File: src/rtl/jpeg_dequantizer.sv
// 8x8 JPEG dequantizer: two-stage lane-wise coefficient x Q-table multiply.
// Define DEQUANT_SATURATE_EN to clamp lanes; otherwise the low OUT_W bits are kept.
module jpeg_dequantizer #(
   parameter int COEF_W     = 12,
   parameter int Q_W        = 8,
   parameter int OUT_W      = 12,
   parameter int NUM_TABLES = 2,
   parameter int TSEL_W     = (NUM_TABLES > 1) ? $clog2(NUM_TABLES) : 1
) (
   input  logic                  clk_in,
   input  logic                  rst_in,
   input  logic                  tbl_wr_en,
   input  logic [TSEL_W-1:0]     tbl_wr_sel,
   input  logic [5:0]            tbl_wr_addr,
   input  logic [Q_W-1:0]        tbl_wr_data,
   input  logic [8*COEF_W-1:0]   column_in,
   input  logic                  first_in,
   input  logic [TSEL_W-1:0]     tbl_sel_in,
   input  logic                  valid_in,
   output logic                  ready_out,
   output logic [8*OUT_W-1:0]    column_out,
   output logic [2:0]            col_idx_out,
   output logic                  last_out,
   output logic                  valid_out,
   input  logic                  ready_in,
   output logic                  sync_err_out
);

   localparam int P_W = COEF_W + Q_W + 1;

   logic [Q_W-1:0]          tbl [NUM_TABLES][64];
   logic [2:0]              cnt;
   logic [TSEL_W-1:0]       act_tbl;

   logic                    s1_valid;
   logic [8*COEF_W-1:0]     s1_coef;
   logic [2:0]              s1_col;
   logic                    s1_last;
   logic [8*Q_W-1:0]        s1_q;

   logic                    accept;
   logic                    advance;
   logic                    wr_ok;
   logic [TSEL_W-1:0]       sel_safe;
   logic [TSEL_W-1:0]       lk_tbl;
   logic [2:0]              lk_col;
   logic [8*Q_W-1:0]        lk_q;
   logic [8*OUT_W-1:0]      res;
   logic signed [P_W-1:0]   c_ext;
   logic signed [P_W-1:0]   q_ext;
`ifdef DEQUANT_SATURATE_EN
   localparam logic signed [P_W-1:0] SAT_HI = P_W'(2 ** (OUT_W - 1) - 1);
   localparam logic signed [P_W-1:0] SAT_LO = ~SAT_HI;
   logic signed [P_W-1:0]   prod;
`endif

   assign advance   = !valid_out || ready_in;
   assign ready_out = !s1_valid || advance;
   assign accept    = valid_in && ready_out;
   assign wr_ok     = int'(tbl_wr_sel) < NUM_TABLES;
   assign sel_safe  = (int'(tbl_sel_in) < NUM_TABLES) ? tbl_sel_in : '0;

   // A block's first column already uses the table it selects.
   assign lk_tbl = first_in ? sel_safe : act_tbl;
   assign lk_col = first_in ? 3'd0 : cnt;

   always_comb begin
      lk_q = '0;
      for (int i = 0; i < 8; i++) begin
         lk_q[i*Q_W +: Q_W] = tbl[lk_tbl][{lk_col, 3'(i)}];
      end
   end

   always_comb begin
      res   = '0;
      c_ext = '0;
      q_ext = '0;
`ifdef DEQUANT_SATURATE_EN
      prod  = '0;
`endif
      for (int i = 0; i < 8; i++) begin
         c_ext = {{(Q_W+1){s1_coef[i*COEF_W+COEF_W-1]}},
                  s1_coef[i*COEF_W +: COEF_W]};
         q_ext = {{(COEF_W+1){1'b0}}, s1_q[i*Q_W +: Q_W]};
`ifdef DEQUANT_SATURATE_EN
         prod = c_ext * q_ext;
         if (prod > SAT_HI)
            res[i*OUT_W +: OUT_W] = SAT_HI[OUT_W-1:0];
         else if (prod < SAT_LO)
            res[i*OUT_W +: OUT_W] = SAT_LO[OUT_W-1:0];
         else
            res[i*OUT_W +: OUT_W] = prod[OUT_W-1:0];
`else
         res[i*OUT_W +: OUT_W] = OUT_W'(c_ext * q_ext);
`endif
      end
   end

   // Lookup reads the registered table, so a same-cycle write is seen next cycle.
   always_ff @(posedge clk_in) begin
      if (rst_in) begin
         for (int t = 0; t < NUM_TABLES; t++)
            for (int a = 0; a < 64; a++)
               tbl[t][a] <= Q_W'(1);
      end else if (tbl_wr_en && wr_ok) begin
         tbl[tbl_wr_sel][tbl_wr_addr] <= tbl_wr_data;
      end
   end

   always_ff @(posedge clk_in) begin
      if (rst_in) begin
         cnt          <= '0;
         act_tbl      <= '0;
         sync_err_out <= 1'b0;
      end else begin
         sync_err_out <= 1'b0;
         if (accept) begin
            if (first_in) begin
               cnt          <= 3'd1;
               act_tbl      <= sel_safe;
               sync_err_out <= (cnt != 3'd0);
            end else begin
               cnt <= cnt + 3'd1;
            end
         end
      end
   end

   always_ff @(posedge clk_in) begin
      if (rst_in) begin
         s1_valid <= 1'b0;
         s1_coef  <= '0;
         s1_col   <= '0;
         s1_last  <= 1'b0;
         s1_q     <= '0;
      end else if (ready_out) begin
         s1_valid <= valid_in;
         if (accept) begin
            s1_coef <= column_in;
            s1_col  <= lk_col;
            s1_last <= (lk_col == 3'd7);
            s1_q    <= lk_q;
         end
      end
   end

   always_ff @(posedge clk_in) begin
      if (rst_in) begin
         valid_out   <= 1'b0;
         column_out  <= '0;
         col_idx_out <= '0;
         last_out    <= 1'b0;
      end else if (advance) begin
         valid_out <= s1_valid;
         if (s1_valid) begin
            column_out  <= res;
            col_idx_out <= s1_col;
            last_out    <= s1_last;
         end
      end
   end

endmodule

File: config.mk
export PLATFORM = sky130hd
export DESIGN_NAME = jpeg_dequantizer
export DESIGN_NICKNAME = d
export VERILOG_FILES = /design/src/rtl/jpeg_dequantizer.sv
export SDC_FILE = /design/constraint.sdc
export NUM_CORES = 2
export LEC_CHECK = 0
export CAP_MARGIN = 20
export CORE_MARGIN = 3
export CORE_UTILIZATION = 50
export CTS_CLUSTER_DIAMETER = 30
export DETAILED_ROUTE_END_ITERATION = 6
export HOLD_SLACK_MARGIN = 0.12
export MAX_ROUTING_LAYER = met4
export PLACE_DENSITY = 0.7
export SLEW_MARGIN = 20
export SYNTH_ARGS = -nofsm -noshare
export SYNTH_HDL_FRONTEND = slang
export SYNTH_SLANG_ARGS = --single-unit
export TNS_END_PERCENT = 50
File: constraint.sdc
create_clock -name clk_in -period 4.4 [get_ports clk_in]
set_clock_uncertainty 0.15 [all_clocks]
set_input_delay 0.44 -clock clk_in [delete_from_list [all_inputs] [get_ports clk_in]]
set_output_delay 0.44 -clock clk_in [all_outputs]
set_load 0.1 [all_outputs]
Word-level counts from Yosys, hierarchy flattened:

Memory sizes are Yosys's and may differ from the RTL's.
Cells that the tools add are included.

* bits in registers: 271
* memory bits (writable): 1024
* output and inout port bits: 103
* logic and storage cells: 92
* memories: 1

* add/sub/neg operators: 1
* multipliers: 8
* $lt $le $gt $ge: 10
* equal/unequal tests: 1
* multiplexer cells: 37
* bitwise operators: 11
* reductions and logical operators: 11

Memory list
* tbl: words 2, width 512, read ports 1, clocked after Yosys merged registers in 0, wr ports 2, line 31 `logic [Q_W-1:0] tbl [NUM_TABLES][64];`

Operator list (number)
* 512-bit 2-to-1 mux: 3
* 512-bit OR reduction: 1
* 8-bit binary-select mux with 6-bit select: 8
* 8-bit 2-to-1 mux: 17
* 12-bit by 9-bit multiplier with 12-bit output: 8
* 7-bit >= comparator, second input constant: 9
* 6-bit inverter with 7-bit output: 9
* 8-bit demux with 6-bit select: 1
* 7-bit by 1-bit < comparator with 1-bit output, second input constant: 1
* 1-bit 2-to-1 mux: 6
* 3-bit 2-to-1 mux: 2
* 2-bit AND reduction: 2
* 3-bit by 1-bit adder with 3-bit output, second input constant: 1
* 3-bit equality test, second input constant: 1
* 3-bit nonzero test: 1
* 3-bit OR reduction: 1
* 1-bit logical AND: 2
* 1-bit logical NOT: 2
* 1-bit logical OR: 2
* 1-bit inverter: 2

Longest topological paths before layout:

* depth in word-level cells: 8
* mapped depth: 19

Least setup slack after synthesis:

No wires, ideal clock.

* path type: register -> register
* start: register s1_q[56]
* end: register column_out[95]
* setup time: 132 ps
* arrival: 3924 ps
* setup slack: 194 ps
* cell stages (with the launch flop): 18
* clock period less this slack: 4206 ps
* cells stage by stage: dfxtp_1 -> clkbuf_1 -> nand2_1 -> fa_1 -> inv_1 -> fa_1 -> inv_1 -> fa_1 -> fa_1 -> inv_1 -> ha_1 -> o21ai_0 -> nor2_1 -> nor4_1 -> nor3_1 -> or3_1 -> nand3_1 -> a21oi_1

* longest elaborated chain between the ends: 1

RTL lines
* start, declared: line 39 `logic [8*Q_W-1:0] s1_q;`
* start signal, assigned: line 142 `s1_q <= lk_q;`
* 12-bit by 9-bit multiplier with 12-bit output: line 94 `res[i*OUT_W +: OUT_W] = OUT_W'(c_ext * q_ext);`
* end signal, assigned: line 156 `column_out <= res;`
* end, declared: line 21 `output logic [8*OUT_W-1:0] column_out,`

No other way between the ends.
A chain may end at the register's enable or synchronous reset.

Worst setup path after layout:

* start: register s1_q[61]
* end: register column_out[95]

The elaborated chain is that of the path after synthesis.

==> metrics.md <==
| Metric | Value |
|---|---|
| Outcome | finished, violations left |
| Failing checks | design-rule violations |
| WL/cell | 23.4 um |
| DP Wirelength | 121 mm |
| Final wirelength | 189 mm |
| Crit end category | flip-flop |
| Worst r2r dst | column_out[95] |
| Core area | 132000 um^2 |
| Antenna-violating nets left | 0 |
| Yosys reg bits | 1295 |
| Slack of the worst reg-to-reg path | 0.10 ns |
| Unrepaired setup endpoints after global routing | true |
| Via Count | 47.0k |
| TritonCTS Buffers | 226 |
| CTS max path bufs | 3 |
| Max-slew violations | 0 |
| Row cnt | 133 |
| Hold Path Origin | column_in[50] |
| F_max | 233 MHz |
| Vias/cell | 5.81 |
| Initial antenna violation count | 12 |
| Most common cell in the netlist | edfxtp_1 |
| CTS tree | yes |
| Cell Pwr Density | 442 nW/um^2 |
| Pin count of the biggest net entering global routing | 170 |
| Commonest cells post-synth | edfxtp_1, nand2_1, nor2_1, inv_1, mux2i_1 |
| Clock Latency Late Sink | 0.86 ns |
| DRC viols | 2 |
| WP data required | 4.92 ns |
| Main area contributors after synthesis | edfxtp_1, fa_1, dfxtp_1, mux2i_1, nand2_1 |
| Slew @ Worst Pin | 1.12 ns |
| Setup Viol. Count Final | 0 |
| GRT overflow | 0 |
| Reg2Reg Depth | 14 |
| Critical-path maximum fanout | 8 |
| Syn Nets | 6332 |
| GP Congestion | 0.917 |
| Number of global-route vias before repair | 47.5k |
| Total GRT Usage | 27.9% |
| Final worst path period share | 97.6% |
| Worst Setup Path Type | reg2reg |
| Post-synth top flop | edfxtp_1 |
| Syn_area_per_cell | 11.7 um^2 |
| Total design power | 35.8 mW |
| Violation count after the first detailed-route iteration | 5025 |
| Die X | 372 um |
| Root buf cell | clkbuf_16 |
| Layout cell share with drive strength beyond 1 | 13.1% |
| Synth Instances | 5740 |
| Area grow syn2layout | 20.8% |
| Hold WC Path Type | in2reg |
| Critical path data arrival time | 4.81 ns |
| Mapped Area | 67100 um^2 |
| Ys async rst share | 0% |
| Startpoint Class | flip-flop |
| CTS sink count | 1295 |
| Number of synthesized flops with an enable pin | 1024 |
| DIE HEIGHT | 372 um |
| Max-capacitance violation count | 0 |
| DRT Pass-1 Iters | 7 |
| Port Buf Inserts | 220 |
| Hold Path Depth | 3 |
| Leak | 30.2 nW |
| Post-synth cell types | 50 |
| Sequential share of the synthesized area | 53.9% |
| Reg clk slew, reported paths | 0.05 ns |
| Setup tns final | 0 ns |
| First-pass GRT wire length | 285 mm |
| Io pins | 221 |
| Synth top area share | 45.8% |
| Initial core utilization | 50.7% |
| Hold EP | s1_coef[50] |
| Most area-hungry cell type in the Yosys netlist | edfxtp_1 |
| Yosys warns | 0 |
| Nets@finish | 6710 |
| Fin crit period | 4.30 ns |
| Die ar. | 139000 um^2 |
| Peak VDD IR | 0.381 mV |
| RR Startpoint | s1_q[61] |
| Slew HR | 25.0% |
| Final Hold Vio Count | 0 |
| H-tree depth | 4 |
registers in the layout (all words and copies together), names as in the netlist:
name	flops
cnt	3
last_out	1
s1_q	64
sync_err_out	1
s1_last	1
valid_out	1
s1_valid	1
tbl	1024
column_out	96
act_tbl	1
s1_coef	96
s1_col	3
col_idx_out	3
layer usage:
metal | track usage, % | share of wire (%) | vias up
met4 | 9.47 | 3.1 | 0
met5 | - | 0 | -
li1 | - | - | 20800
met1 | 36.5 | 40 | 23400
met2 | 43.4 | 47 | 2374
met3 | 6.05 | 10 | 399
final cells by class:
type	count	area [um^2]
Fill cell	10000	51300
Multi-Input combinational cell	3594	27800
Inverter	476	1790
Timing Repair Buffer	525	5070
Clock buffer	251	5840
Sequential cell	1295	36300
Antenna cell	10	25.0
Tap cell	1755	2200
Clock inverter	176	2020
placed cells by master (no fill, tap or decap), drive strengths merged, types with 75 or more instances in the layout:
cell and instances:
nand3 87, inv 511, a21oi 203, mux2i 385, a211oi 91, clkdlybuf4s50 217
nand2b 75, buf 219, o21ai 92, nor2 575, dlygate4sd3 89, and2 204
a221oi 192, xnor2 99, ha 186, edfxtp 1024, clkinv 92, nand2 762
fa 288, clkbuf 251, dfxtp 271
critical path, stage by stage (launching register included):
cell,delay [ns]
dfxtp_1,0.55
nand2_1,0.14
fa_1,0.50
inv_1,0.06
fa_1,0.41
inv_1,0.10
fa_1,0.44
fa_1,0.40
xor2_1,0.16
xnor2_1,0.21
xnor2_1,0.18
xnor3_1,0.31
or3_1,0.36
nand3_1,0.08
a21oi_1,0.07
power breakdown:
group | leakage (nW) | switching, mW | internal, mW | total (mW)
Clock | 3.80 | 6.46 | 11.2 | 17.7
Combinational | 14.3 | 2.33 | 1.39 | 3.72
Sequential | 12.1 | 0.431 | 14.0 | 14.4
Total | 30.2 | 9.22 | 26.6 | 35.8
timing repair:
action | in CTS | in global routing
hold endpoints to repair | 99 | 0
setup endpoints to repair | 1 | 22
cloned | 0 | 0
pin swaps | 0 | 12
hold buffers | 89 | 0
buffers inserted | 0 | 5
gates resized for setup | 1 | 124
how the worst max path moves through the flow:
stage	slack, ns	depth (start not counted)	end	from
detailed placement	-0.007	16	column_out[95]	s1_q[56]
global route	-0.06	17	column_out[23]	s1_q[9]
global placement	0.10	15	column_out[11]	s1_q[0]
CTS	0.02	16	column_out[35]	s1_q[17]
finish	0.10	14	column_out[95]	s1_q[61]
floorplan	0.19	17	column_out[95]	s1_q[56]
metrics by stage:
stage	cell area (um^2)	setup slack, ns	std cells	util [%]	hold slack, ns
floorplan	67100	0.194	5740	-	0.282
global placement	71900	0.104	7550	54.3	0.287
detailed placement	71900	-0.00740	7550	54.3	0.294
CTS	80700	0.0236	8066	61.0	0.120
global route	81000	-0.0645	8081	61.3	0.127
finish	81000	0.105	8082	61.3	0.156
cell families after synthesis:
group / after synthesis / share of synthesized area (%)
and+or+nand+nor: 1802 / 11.7
DFF: 1295 / 53.9
buffers and inverters: 851 / 5.14
AOI/OAI and AO/OA: 735 / 7.38
adders and majority gates: 474 / 12.1
muxes: 449 / 7.89
xor gates and xnor gates: 134 / 1.94
Power figures use the tool's default switching activity.
